$ cat src/rtl/pwm_sched_pkg.sv
// rtl/pwm_sched_pkg.sv - shared state encodings and timebase defaults for the PWM update scheduler
package pwm_sched_pkg;

  localparam logic [1:0] ST_IDLE  = 2'd0;
  localparam logic [1:0] ST_STOP  = 2'd1;
  localparam logic [1:0] ST_ISSUE = 2'd2;
  localparam logic [1:0] ST_START = 2'd3;

  localparam logic [31:0] DEF_TIMEBASE_ADDR = 32'h43C0_0000;
  localparam logic [31:0] DEF_STOP_WORD     = 32'h0011_1108;
  localparam logic [31:0] DEF_RUN_WORD      = 32'h0011_1128;

  function automatic logic [15:0] sat_inc16(input logic [15:0] value);
    return (value == 16'hFFFF) ? value : value + 16'd1;
  endfunction

endpackage

$ cat src/rtl/pwm_update_fifo.sv
// rtl/pwm_update_fifo.sv - first-word-fall-through FIFO holding {dest,data} PWM register writes
module pwm_update_fifo #(
  parameter int WIDTH = 64,
  parameter int DEPTH = 16,
  localparam int AW = $clog2(DEPTH)
) (
  input  logic             clock,
  input  logic             reset,
  input  logic             push,
  input  logic [WIDTH-1:0] wr_data,
  input  logic             pop,
  output logic [WIDTH-1:0] rd_data,
  output logic             full,
  output logic             empty,
  output logic [AW:0]      level
);

  localparam logic [AW:0] FULL_LEVEL = (AW + 1)'(DEPTH);

  logic [WIDTH-1:0] mem [DEPTH];
  logic [AW:0]      wr_ptr;
  logic [AW:0]      rd_ptr;

  // Pointers carry one wrap bit so full and empty are distinguishable.
  assign level   = wr_ptr - rd_ptr;
  assign full    = (level == FULL_LEVEL);
  assign empty   = (level == '0);
  assign rd_data = mem[rd_ptr[AW-1:0]];

  always_ff @(posedge clock or negedge reset) begin
    if (!reset) begin
      wr_ptr <= '0;
      rd_ptr <= '0;
    end else begin
      if (push && !full) wr_ptr <= wr_ptr + 1'b1;
      if (pop && !empty) rd_ptr <= rd_ptr + 1'b1;
    end
  end

  always_ff @(posedge clock) begin
    if (push && !full) mem[wr_ptr[AW-1:0]] <= wr_data;
  end

endmodule

$ cat src/rtl/pwm_update_scheduler.sv
// rtl/pwm_update_scheduler.sv - releases buffered PWM writes as a burst in the window after carrier sync
// Macro PWM_SCHED_TIMEBASE_HOLD_EN wraps each burst in timebase stop/run writes.
module pwm_update_scheduler
  import pwm_sched_pkg::*;
#(
  parameter int DATA_WIDTH = 32,
  parameter int DEST_WIDTH = 32,
`ifdef PWM_SCHED_TIMEBASE_HOLD_EN
  parameter logic [DEST_WIDTH-1:0] TIMEBASE_ADDR = DEST_WIDTH'(DEF_TIMEBASE_ADDR),
  parameter logic [DATA_WIDTH-1:0] STOP_WORD     = DATA_WIDTH'(DEF_STOP_WORD),
  parameter logic [DATA_WIDTH-1:0] RUN_WORD      = DATA_WIDTH'(DEF_RUN_WORD),
`endif
  parameter int FIFO_DEPTH    = 16,
  parameter int WINDOW_CYCLES = 40,
  localparam int LW = $clog2(FIFO_DEPTH) + 1
) (
  input  logic                  clock,
  input  logic                  reset,
  input  logic                  enable,
  input  logic                  sync,
  input  logic [DATA_WIDTH-1:0] in_data,
  input  logic [DEST_WIDTH-1:0] in_dest,
  input  logic                  in_valid,
  output logic                  in_ready,
  output logic [DATA_WIDTH-1:0] out_data,
  output logic [DEST_WIDTH-1:0] out_dest,
  output logic                  out_valid,
  input  logic                  out_ready,
  output logic                  busy,
  output logic [LW-1:0]         fifo_level,
  output logic [15:0]           overrun_count
);

  localparam int WW = $clog2(WINDOW_CYCLES + 1) + 1;
  localparam logic [WW-1:0] WIN_LAST = WW'(WINDOW_CYCLES - 1);
  localparam logic [WW-1:0] WIN_MAX  = WW'(WINDOW_CYCLES);

  logic [1:0]                       state;
  logic [LW-1:0]                    burst_len;
  logic [WW-1:0]                    win_cnt;
  logic [DEST_WIDTH+DATA_WIDTH-1:0] head;
  logic                             fifo_full;
  logic                             fifo_empty;
  logic                             beat_done;
  logic                             fifo_pop;
  logic                             start_burst;
  logic                             last_beat;
  logic                             window_shut;

  assign beat_done   = out_valid && out_ready;
  assign fifo_pop    = beat_done && (state == ST_ISSUE);
  assign start_burst = (state == ST_IDLE) && sync && enable && !fifo_empty;
  assign last_beat   = (burst_len == LW'(1));
  // A beat accepted here would let the next one start at or past the window limit.
  assign window_shut = (win_cnt >= WIN_LAST);
  assign in_ready    = !fifo_full;
  assign busy        = (state != ST_IDLE);

  pwm_update_fifo #(
    .WIDTH (DEST_WIDTH + DATA_WIDTH),
    .DEPTH (FIFO_DEPTH)
  ) u_fifo (
    .clock   (clock),
    .reset   (reset),
    .push    (in_valid),
    .wr_data ({in_dest, in_data}),
    .pop     (fifo_pop),
    .rd_data (head),
    .full    (fifo_full),
    .empty   (fifo_empty),
    .level   (fifo_level)
  );

  always_comb begin
    out_dest = head[DATA_WIDTH +: DEST_WIDTH];
    out_data = head[DATA_WIDTH-1:0];
`ifdef PWM_SCHED_TIMEBASE_HOLD_EN
    if (state == ST_STOP) begin
      out_dest = TIMEBASE_ADDR;
      out_data = STOP_WORD;
    end else if (state == ST_START) begin
      out_dest = TIMEBASE_ADDR;
      out_data = RUN_WORD;
    end
`endif
  end

  always_ff @(posedge clock or negedge reset) begin
    if (!reset) begin
      state         <= ST_IDLE;
      out_valid     <= 1'b0;
      burst_len     <= '0;
      win_cnt       <= '0;
      overrun_count <= '0;
    end else begin
      case (state)
        ST_IDLE: begin
          if (start_burst) begin
            burst_len <= fifo_level;
            win_cnt   <= '0;
            out_valid <= 1'b1;
`ifdef PWM_SCHED_TIMEBASE_HOLD_EN
            state     <= ST_STOP;
`else
            state     <= ST_ISSUE;
`endif
          end
        end
`ifdef PWM_SCHED_TIMEBASE_HOLD_EN
        ST_STOP: begin
          if (beat_done) begin
            state   <= ST_ISSUE;
            win_cnt <= '0;
          end
        end
`endif
        ST_ISSUE: begin
          if (win_cnt != WIN_MAX) win_cnt <= win_cnt + 1'b1;
          if (beat_done) begin
            burst_len <= burst_len - 1'b1;
            if (last_beat || window_shut) begin
              if (!last_beat) overrun_count <= sat_inc16(overrun_count);
`ifdef PWM_SCHED_TIMEBASE_HOLD_EN
              state     <= ST_START;
`else
              state     <= ST_IDLE;
              out_valid <= 1'b0;
`endif
            end
          end
        end
`ifdef PWM_SCHED_TIMEBASE_HOLD_EN
        ST_START: begin
          if (beat_done) begin
            state     <= ST_IDLE;
            out_valid <= 1'b0;
          end
        end
`endif
        default: begin
          state     <= ST_IDLE;
          out_valid <= 1'b0;
        end
      endcase
    end
  end

endmodule
$ cat config.mk
export PLATFORM = sky130hd
export DESIGN_NAME = pwm_update_scheduler
export DESIGN_NICKNAME = d
export VERILOG_FILES = /design/src/rtl/pwm_sched_pkg.sv /design/src/rtl/pwm_update_fifo.sv /design/src/rtl/pwm_update_scheduler.sv
export SDC_FILE = /design/constraint.sdc
export NUM_CORES = 1
export LEC_CHECK = 0
export ABC_AREA = 1
export BUFFER_PORTS_ARGS = -buffer_cell sky130_fd_sc_hd__buf_2
export CORE_ASPECT_RATIO = 0.8
export CORE_MARGIN = 2
export CORE_UTILIZATION = 40
export CTS_BUF_LIST = sky130_fd_sc_hd__clkbuf_2
export CTS_CLUSTER_DIAMETER = 50
export CTS_CLUSTER_SIZE = 25
export DETAILED_ROUTE_END_ITERATION = 6
export SETUP_SLACK_MARGIN = 0.05
export SLEW_MARGIN = 20
export SYNTH_ARGS = -nofsm -noshare
export SYNTH_HDL_FRONTEND = slang
export SYNTH_SLANG_ARGS = --single-unit
$ cat constraint.sdc
create_clock -name clock -period 6.7 [get_ports clock]
set_input_delay 1.005 -clock clock [delete_from_list [all_inputs] [get_ports clock]]
set_output_delay 1.005 -clock clock [all_outputs]
set_load 0.01 [all_outputs]
==> results.ini, run 1 <==
[cells_and_area]
syn_to_final_growth_pct = 10.05
final_common_cell = edfxtp_1
fin_nets = 3553
stdcell_count = 4960
mostFrequentLayoutCells = edfxtp_1, nor2_1, o21ai_0
drive_gt1_share_pct = 11.69
nFillCells = 9601

[place]
post-dp-hpwl_mm = 52.96
port_buffers = 157
pre_cts_slack_ps = 1865
dpl.cell_count = 4707
gp_routability_congestion = 0.8058

[clock_tree]
cts.sinks = 1063
cts_tree = yes
cts_root_buf = clkbuf_2
cts_buffer_depth = 3
clk_transition_reported_paths_ps = 290
numCtsBuffers = 96
clkLatencyLatePin_ps = 1460
h-tree-depth = 3

[sta]
worst_slew_pin_slew_ps = 1153
finalCritPeriodShare_pct = 88.14
finalCriticalPeriod_ps = 5906
rsz0062_at_grt = no
fmax_mhz = 169.3
fin_worst_skew_ps = 113.6
whs_ps = 167.9
hold_viol_final = 0
slew_violations = 0
setup_ws_ps = 794.4
setup_tns_ps = 0
finalSetupViolCount = 0
relSlewSlack_pct = 22.96

[worst_setup_path]
end_kind = output port
regToRegEndpoint = u_fifo.mem[6][19]$_DFFE_PP_
crit_top_cell = nand3_1
slowest_delay_ps = 980
crit_end = out_dest[30]
path_cells = buf_6, buf_4, o21ai_0, o211ai_1, nand3_1, nand3_1, buf_2
critPathSlowestCell = dfrtp_4
reg2reg_depth = 11
critical_path_required_ps = 5690
r2r-start = u_fifo.rd_ptr[0]$_DFFE_PN0P_
cp_max_fo = 99
critPathArrivalTime_ps = 4900
startpoint_type = flop
worstSetupPathType = flop to output port
rrSetupSlack_ps = 2010
cp-startpoint = u_fifo.rd_ptr[0]$_DFFE_PN0P_

[global_routing]
grt_pass1_vias = 24770
grt_pass1_wl_mm = 160.0
grt_usage_pct = 19.32
grt_max_degree = 232
use_met3_pct = 3.098
grt_use_met1_pct = 28.67
top_usage_layer = met2
gr-usage-met2_pct = 29.84
grt_overflow = 0
antenna_found_initial = 6

[routing]
drt_iter0_drc = 2572
wl_mm = 106.3
drc = 0
vias = 26640
ant_nets = 0
viasPerCell = 5.371
wl_per_cell_um = 21.42
detailedRoute.firstPassIterationCount = 6

[yosys]
synth_fp_nets = 3396
syn_area_mm2 = 0.04242
ys_types = 35
async_reset_ff_share_pct = 3.669
yosysSeqAreaShare_pct = 74.78
synth_edf_count = 1024
netlist_instances = 3311
synth_seq_cells = 1063
synth_ff_type = edfxtp_1
syn_avg_cell_area_um2 = 12.81
yosysWarnings = 0

[floorplan]
die_w_um = 368.1
dieHeight_um = 295.3
initial_core_util_pct = 40.49
rows = 106
core-area_mm2 = 0.1048
die-area_mm2 = 0.1087
pin_count = 158

[power_and_ir_drop]
power_density_mw_per_mm2 = 382.0
total_power_uw = 17830
leakagePower_uw = 0.01532
peakVddDrop_v = 0.0002704

[run_status]
status = complete, no violations

[worst_hold_path]
hold_class = input pin to async pin

[run]
max_cap_viol_count = 0

-- kinds of logic (layout without fill, tap and decap cells) --
kind of cell	after synthesis	after routing	synth area share (%)
other	0	6	0
buffers and inverters	263	502	2.896
XOR/XNOR	17	17	0.3510
flip-flops	1063	1063	74.78
AO/OA/AOI/OAI	781	781	10.37
AND/OR/NAND/NOR	1172	1172	11.15
adder cells (fa/ha/maj)	15	15	0.4601
-- per-stage QoR --
stage / util (%) / instance area [um2]
6_report: 44.56 / 46690
2_1_floorplan: - / 42420
3_3_place_gp: 42.55 / 44580
3_5_place_dp: 42.55 / 44580
4_1_cts: 44.54 / 46660
5_1_grt: 44.56 / 46680
-- synth_stat cells, drive strengths merged, types with 11 or more instances --
library cell / number / area (um2)
edfxtp: 1024 / 30750
nor2: 685 / 2576
o21ai: 521 / 2608
nand2: 277 / 1040
nand3: 182 / 933.4
o211ai: 129 / 973.4
o22ai: 128 / 800.8
clkbuf: 110 / 412.9
buf: 103 / 628.1
inv: 50 / 187.7
dfrtp: 39 / 975.9
xor2: 15 / 131.4
ha: 14 / 175.2
nand4: 12 / 81.33
nor3: 11 / 65.06
-- worst min path at each step --
stage	from	endpoint	depth (start not counted)
floorplan	u_fifo.rd_ptr[3]$_DFFE_PN0P_	u_fifo.rd_ptr[3]$_DFFE_PN0P_	2
global placement	overrun_count[9]$_DFFE_PN0P_	overrun_count[9]$_DFFE_PN0P_	2
detailed placement	u_fifo.rd_ptr[4]$_DFFE_PN0P_	u_fifo.rd_ptr[4]$_DFFE_PN0P_	2
CTS	reset	overrun_count[2]$_DFFE_PN0P_	2
global route	sync	win_cnt[2]$_DFFE_PN0P_	5
finish	reset	overrun_count[7]$_DFFE_PN0P_	2
-- power by group --
group | switching, uW | internal [uW]
Clock | 2460 | 916
Combinational | 4400 | 1820
Sequential | 270 | 7970
-- final cells by class --
type	instances	area, um2	share of cell area, %
clock inverters	79	908.4	1.946
diodes	6	15.01	0.03216
clock buffers	101	505.5	1.083
flip-flops and latches	1063	31740	67.98
multi-input cells	1985	9598	20.56
well taps	1404	1757	3.763
inverters	50	203.9	0.4368
repair buffers	272	1962	4.202
-- flip-flops by register name, summed over array words and instances, names as in the netlist --
register       count
burst_len          5
u_fifo.rd_ptr      5
overrun_count     16
u_fifo.mem      1024
state              1
u_fifo.wr_ptr      5
win_cnt            7
-- layer usage --
metal  vias up  share of wire [%]
met4         6                1.9
met2       853                 46
met5         -              0.039
li1      12450                  -
met3       139                6.2
met1     13190                 46
-- critical path: cells and delay by family (launching register included) --
family / cells / cell delay [ps]
and+or+nand+nor: 2 / 330
buffers and inverters: 3 / 1640
DFF: 1 / 980
AOI/OAI and AO/OA: 2 / 430
-- timing repair --
action / CTS / global route
resized for setup: 0 / 2
hold buffers: 67 / 0
setup buffers: 0 / 0
endpoints found under the setup margin: 0 / 16
hold endpoints to repair: 1074 / 0
(Power assumes the default switching activity.)
==> run 2: changes to the inputs <==
- RECOVER_POWER: default -> 100
==> run 2 against run 1 <==
Net effect: the flow now finishes with violations (max-capacitance violations, max-slew violations); non-clock buffer count is the same; flip-flop and latch count is the same; clock skew shrank 12 ps; critical path depth grew 4; count of clock-buffer cells in the layout is the same; utilization shrank 0.46 points; power shrank 0.77%; worst setup slack lost 210 ps; sequential power is essentially flat; hold slack gained 72 ps.
==> results.ini, run 2 (synthesis gave the netlist of run 1 again) <==
[place]
dpl.cell_count = 4707  ; unchanged
post-dp-hpwl_mm = 52.96  ; unchanged
gp_routability_congestion = 0.8058  ; unchanged
place_area_mm2 = 0.04458  ; unchanged
port_buffers = 157  ; unchanged

[global_routing]
antenna_found_initial = 5  ; -1
grt_pass1_wl_mm = 160.0  ; unchanged
grt_overflow = 0  ; unchanged
grt_usage_pct = 19.32  ; unchanged
grt_max_degree = 232  ; unchanged
grt_pass1_vias = 24770  ; unchanged

[routing]
ant_nets = 0  ; unchanged
wl_per_cell_um = 21.42  ; about the same
drc = 0  ; unchanged
wl_mm = 106.2  ; about the same
detailedRoute.firstPassIterationCount = 5  ; -1
vias = 26660  ; +0.075%
viasPerCell = 5.376  ; about the same
drt_iter0_drc = 2545  ; -1.0%

[power_and_ir_drop]
power_density_mw_per_mm2 = 382.9  ; +0.25%
peakVddDrop_v = 0.0002703  ; about the same
leakagePower_uw = 0.01485  ; -3.1%
total_power_uw = 17700  ; -0.77%

[sta]
fin_worst_skew_ps = 101.3  ; -12.30 ps
finalSetupViolCount = 0  ; unchanged
setup_tns_ps = 0  ; unchanged
finalCritPeriodShare_pct = 91.31  ; +3.2 points
fmax_mhz = 163.5  ; -3.5%
slew_violations = 475  ; +475
rsz0062_at_grt = no
finalCriticalPeriod_ps = 6118  ; +212.2 ps
worst_slew_pin_slew_ps = 3311  ; +2158 ps
hold_viol_final = 0  ; unchanged
relSlewSlack_pct = -121.6  ; -140 points

[worst_setup_path]
crit_end = u_fifo.mem[6][19]$_DFFE_PP_
startpoint_type = flop
cp-startpoint = u_fifo.rd_ptr[0]$_DFFE_PN0P_
worstSetupPathType = flop to flop
reg2reg_depth = 11  ; unchanged
critical_path_required_ps = 7770  ; +2080 ps
rrSetupSlack_ps = 580  ; -1430 ps
cp_max_fo = 63  ; -36%
end_kind = flop
critPathArrivalTime_ps = 7190  ; +2290 ps
regToRegEndpoint = u_fifo.mem[6][19]$_DFFE_PP_
r2r-start = u_fifo.rd_ptr[0]$_DFFE_PN0P_

[cells_and_area]
fin_nets = 3553  ; unchanged
nFillCells = 9701  ; +1.0%
syn_to_final_growth_pct = 8.919
fin_util_pct = 44.10  ; -0.46 points
largest_reg_flops = 1024  ; unchanged
stdcell_count = 4959  ; -0.020%
stdcell_area_mm2 = 0.04621  ; -1.0%
mostFrequentLayoutCells = edfxtp_1, nor2_1, o21ai_0
final_common_cell = edfxtp_1
drive_gt1_share_pct = 7.014  ; -4.7 points

[clock_tree]
cts_root_buf = clkbuf_2
numCtsBuffers = 96  ; unchanged
cts_buffer_depth = 3  ; unchanged
postCtsSetupBuffers = 0  ; unchanged
clk_transition_reported_paths_ps = 260  ; -30 ps
cts.sinks = 1063  ; unchanged
clkLatencyLatePin_ps = 1450  ; about the same
cts_tree = yes
h-tree-depth = 3  ; unchanged

[floorplan]
pin_count = 158  ; unchanged
dieHeight_um = 295.3  ; unchanged
die_w_um = 368.1  ; unchanged
rows = 106  ; unchanged
die-area_mm2 = 0.1087  ; unchanged
core-area_mm2 = 0.1048  ; unchanged
initial_core_util_pct = 40.49  ; unchanged

[run]
max_cap_viol_count = 21  ; +21

[worst_hold_path]
hold_class = input pin to flop

[run_status]
failed_checks = max-capacitance violations, max-slew violations
status = complete, but fails checks

==> run 2: changes by cell type in the layout (fill, tap and decap cells not counted), sizes merged <==
cell | previous run | this run
clkbuf | 101 | 268
diode | 6 | 5
buf | 205 | 38
==> run 2: critical path, cell delays in order (launching register included) <==
cell	delay (ps)
dfrtp_4	970
ha_1	250
inv_1	70
fa_1	390
nand3_1	120
nand3_1	80
nand2_1	110
inv_1	60
nand3_1	220
nand2_1	350
nor2_1	2520
buf_4	580
==> run 2: layout make-up <==
type,instances,area (um2),area share (%)
diodes,5,12.51,0.02708
clock buffers,101,505.5,1.094
clock inverters,79,908.4,1.966
repair buffers,272,1637,3.542
well taps,1404,1757,3.802
flip-flops and latches,1063,31740,68.68
inverters,50,201.4,0.4359
multi-input cells,1985,9450,20.45
==> run 2: report_power, final <==
| part | leakage (uW) | switching [uW] | internal (uW) |
|---|---|---|---|
| registers | 0.00976 | 269 | 7990 |
| clock network | 0.000840 | 2460 | 916 |
| logic | 0.00425 | 4370 | 1690 |
==> run 2: layer usage <==
metal	vias to the layer above	part of all wire (%)	GRT usage (%)
li1	12440	-	-
met1	13240	46	28.67
met2	830	46	29.84
met3	135	5.9	3.098
met4	6	1.9	4.699
met5	-	0.039	0
==> run 2: worst min-delay path by stage <==
stage                            startpoint                            to  slack, ps  depth (start not counted)
2_1_floorplan  u_fifo.rd_ptr[3]$_DFFE_PN0P_  u_fifo.rd_ptr[3]$_DFFE_PN0P_        460                          2
3_3_place_gp   overrun_count[9]$_DFFE_PN0P_  overrun_count[9]$_DFFE_PN0P_        490                          2
3_5_place_dp   u_fifo.rd_ptr[4]$_DFFE_PN0P_  u_fifo.rd_ptr[4]$_DFFE_PN0P_        490                          2
4_1_cts                               reset  overrun_count[2]$_DFFE_PN0P_          7                          2
5_1_grt                                sync        win_cnt[2]$_DFFE_PN0P_        120                          5
6_report                               sync        win_cnt[2]$_DFFE_PN0P_        240                          5
==> run 2: repair_timing <==
action,CTS,global route
hold buffers,67,0
endpoints found under the setup margin,0,16
endpoints found under the hold margin,1074,0
resized for setup,0,2
==> run 2: metrics by stage <==
stage	setup slack [ps]	hold slack [ps]
2_1_floorplan	1359	463.8
3_3_place_gp	1952	486.9
3_5_place_dp	1865	492.0
4_1_cts	118.6	6.535
5_1_grt	167.3	117.2
6_report	582.1	239.9
==> run 3: changes to the inputs <==
- CTS_BUF_LIST: sky130_fd_sc_hd__clkbuf_2 -> sky130_fd_sc_hd__clkbuf_2 sky130_fd_sc_hd__clkbuf_4 sky130_fd_sc_hd__clkbuf_8
==> run 3 against run 2 <==
Net effect: largest power group unchanged; the flow still finishes with violations (max-capacitance violations, max-slew violations); critical endpoint is now out_data[15]; fmax up 0.60%; hold slack better by 230 ps; clock power up 28%; final cell count down 1.4%; first-iteration DRC count up 7.5%.
==> results.ini, run 3 (synthesis gave the netlist of run 1 again) <==
[routing]
wl_per_cell_um = 21.76  ; +1.6%
vias = 26390  ; -0.99%
drc = 0  ; unchanged
detailedRoute.firstPassIterationCount = 5  ; unchanged
wl_mm = 106.4  ; +0.20%
ant_nets = 0  ; unchanged
viasPerCell = 5.397  ; +0.40%
drt_iter0_drc = 2737  ; +7.5%

[sta]
relSlewSlack_pct = -64.45  ; +57 points
rsz0062_at_grt = no
finalCriticalPeriod_ps = 6082  ; -36.31 ps
slew_violations = 507  ; +6.7%
fin_worst_skew_ps = 33.84  ; -67.44 ps
setup_tns_ps = 0  ; unchanged
worst_slew_pin_slew_ps = 2458  ; -853.6 ps
hold_viol_final = 0  ; unchanged
finalSetupViolCount = 0  ; unchanged
finalCritPeriodShare_pct = 90.77  ; -0.54 points
fmax_mhz = 164.4  ; +0.60%

[worst_setup_path]
cp_max_fo = 53  ; -16%
end_kind = output port
regToRegEndpoint = u_fifo.mem[4][49]$_DFFE_PP_
startpoint_type = flop
r2r-start = u_fifo.rd_ptr[2]$_DFFE_PN0P_
rrSetupSlack_ps = 710  ; +130 ps
critPathArrivalTime_ps = 5080  ; -2110 ps
worstSetupPathType = flop to output port
path_cells = buf_4, nor2_4, clkbuf_2, nand2_1, nand3_1, clkbuf_1
reg2reg_depth = 10  ; -1
critical_path_required_ps = 5690  ; -2080 ps
slowest_delay_ps = 1580  ; -940 ps
critPathSlowestCell = clkbuf_2

[clock_tree]
postCtsSetupBuffers = 0  ; unchanged
cts_hold_buf = 0  ; -100%
cts_root_buf = clkbuf_8
cts.sinks = 1063  ; unchanged
cts-resized-gates = 0  ; unchanged
clk_transition_reported_paths_ps = 90  ; -170 ps
cts_tree = yes
clkLatencyLatePin_ps = 810  ; -640 ps
numCtsBuffers = 96  ; unchanged
cts_buffer_depth = 3  ; unchanged
h-tree-depth = 3  ; unchanged

[place]
gp_routability_congestion = 0.8058  ; unchanged
post-dp-hpwl_mm = 52.96  ; unchanged
place_area_mm2 = 0.04458  ; unchanged
port_buffers = 157  ; unchanged

[global_routing]
grt_overflow = 0  ; unchanged
grt_pass1_wl_mm = 159.9  ; about the same
grt_pass1_vias = 24830  ; +0.22%
antenna_found_initial = 11  ; +6
grt_max_degree = 232  ; unchanged
grt_usage_pct = 19.35  ; +0.027 points

[run_status]
status = complete, but fails checks
failed_checks = max-capacitance violations, max-slew violations

[power_and_ir_drop]
seq_power_share_pct = 44.3  ; -2.4 points
clockPowerShare_pct = 23.2  ; +4.1 points
p_sw_share_pct = 38.68  ; -1.4 points
p_sw_uw = 7206  ; +1.5%
power_density_mw_per_mm2 = 400.8  ; +4.6%
combPwrFrac_pct = 32.5  ; -1.8 points
leakagePower_uw = 0.01485  ; about the same
peakVddDrop_v = 0.0002733  ; +1.1%
intPower_uw = 11420  ; +7.8%

[floorplan]
initial_core_util_pct = 40.49  ; unchanged
die_w_um = 368.1  ; unchanged
pin_count = 158  ; unchanged
die-area_mm2 = 0.1087  ; unchanged
rows = 106  ; unchanged
core-area_mm2 = 0.1048  ; unchanged
dieHeight_um = 295.3  ; unchanged

[cells_and_area]
mostFrequentLayoutCells = edfxtp_1, nor2_1, o21ai_0
drive_gt1_share_pct = 7.063  ; +0.049 points
stdcell_area_mm2 = 0.04649  ; +0.61%
multiInputGateArea_mm2 = 0.009483  ; +0.34%
regArea_mm2 = 0.03173  ; about the same
nFillCells = 9572  ; -1.3%
fin_nets = 3486  ; -1.9%
syn_to_final_growth_pct = 9.579
final_common_cell = edfxtp_1
largest_reg_flops = 1024  ; unchanged

[run]
max_cap_viol_count = 21  ; unchanged

[worst_hold_path]
hold_depth = 4  ; -1
hold_class = input pin to flop
min_from = out_ready
holdPathEnd = state[1]$_DFFE_PN0P_

-- run 3: worst max-delay path, delay by kind of cell (launching register included) --
kind                   cells  cell delay, ps
buffers and inverters      3            2260
and+or+nand+nor            3            1060
DFF                        1             900
-- run 3: how the worst max path moves through the flow --
stage                                      start                           to  cells after the start
detailed placement  u_fifo.rd_ptr[0]$_DFFE_PN0P_                  out_dest[8]                      7
global placement    u_fifo.rd_ptr[0]$_DFFE_PN0P_                 out_dest[25]                      9
finish              u_fifo.rd_ptr[2]$_DFFE_PN0P_                 out_data[15]                      6
CTS                 u_fifo.rd_ptr[0]$_DFFE_PN0P_                  out_dest[8]                      7
global route        u_fifo.rd_ptr[0]$_DFFE_PN0P_                 out_dest[18]                      7
floorplan           u_fifo.rd_ptr[1]$_DFFE_PN0P_  u_fifo.mem[10][0]$_DFFE_PP_                     11
-- run 3: layout make-up --
class,instances,area share (%)
flip-flops and latches,1063,68.26
multi-input cells,1985,20.40
well taps,1404,3.779
clock buffers,101,2.950
repair buffers,205,2.263
clock inverters,79,1.895
inverters,50,0.4387
diodes,3,0.01615
-- run 3: routing by layer --
layer  wire [um]  part of all wire (%)  global-route usage (%)
met5          90                 0.085                       0
met4        2071                   1.9                   4.998
met3        6442                   6.1                   3.520
met2       49440                    46                   30.28
met1       48390                    45                   27.97
-- run 3: through the flow --
step | worst slack [ps] | hold WS [ps] | power (uW) | instances | utilization, %
2_1_floorplan | 1359 | 463.8 | 12460 | 3311 | -
3_3_place_gp | 1952 | 486.9 | 14590 | 4707 | 42.55
3_5_place_dp | 1865 | 492.0 | 14630 | 4707 | 42.55
4_1_cts | 936.3 | 283.0 | 18930 | 4887 | 44.70
5_1_grt | 354.3 | 457.5 | 19730 | 4890 | 44.37
6_report | 618.4 | 469.6 | 18630 | 4890 | 44.37
-- run 3: power by group through the flow --
stage          sequential (uW)  clock (uW)  combinational [uW]
2_1_floorplan             8300           0                4170
3_3_place_gp              8380           0                6220
3_5_place_dp              8380           0                6250
4_1_cts                   8230        4430                6270
5_1_grt                   8310        4660                6770
6_report                  8250        4330                6050
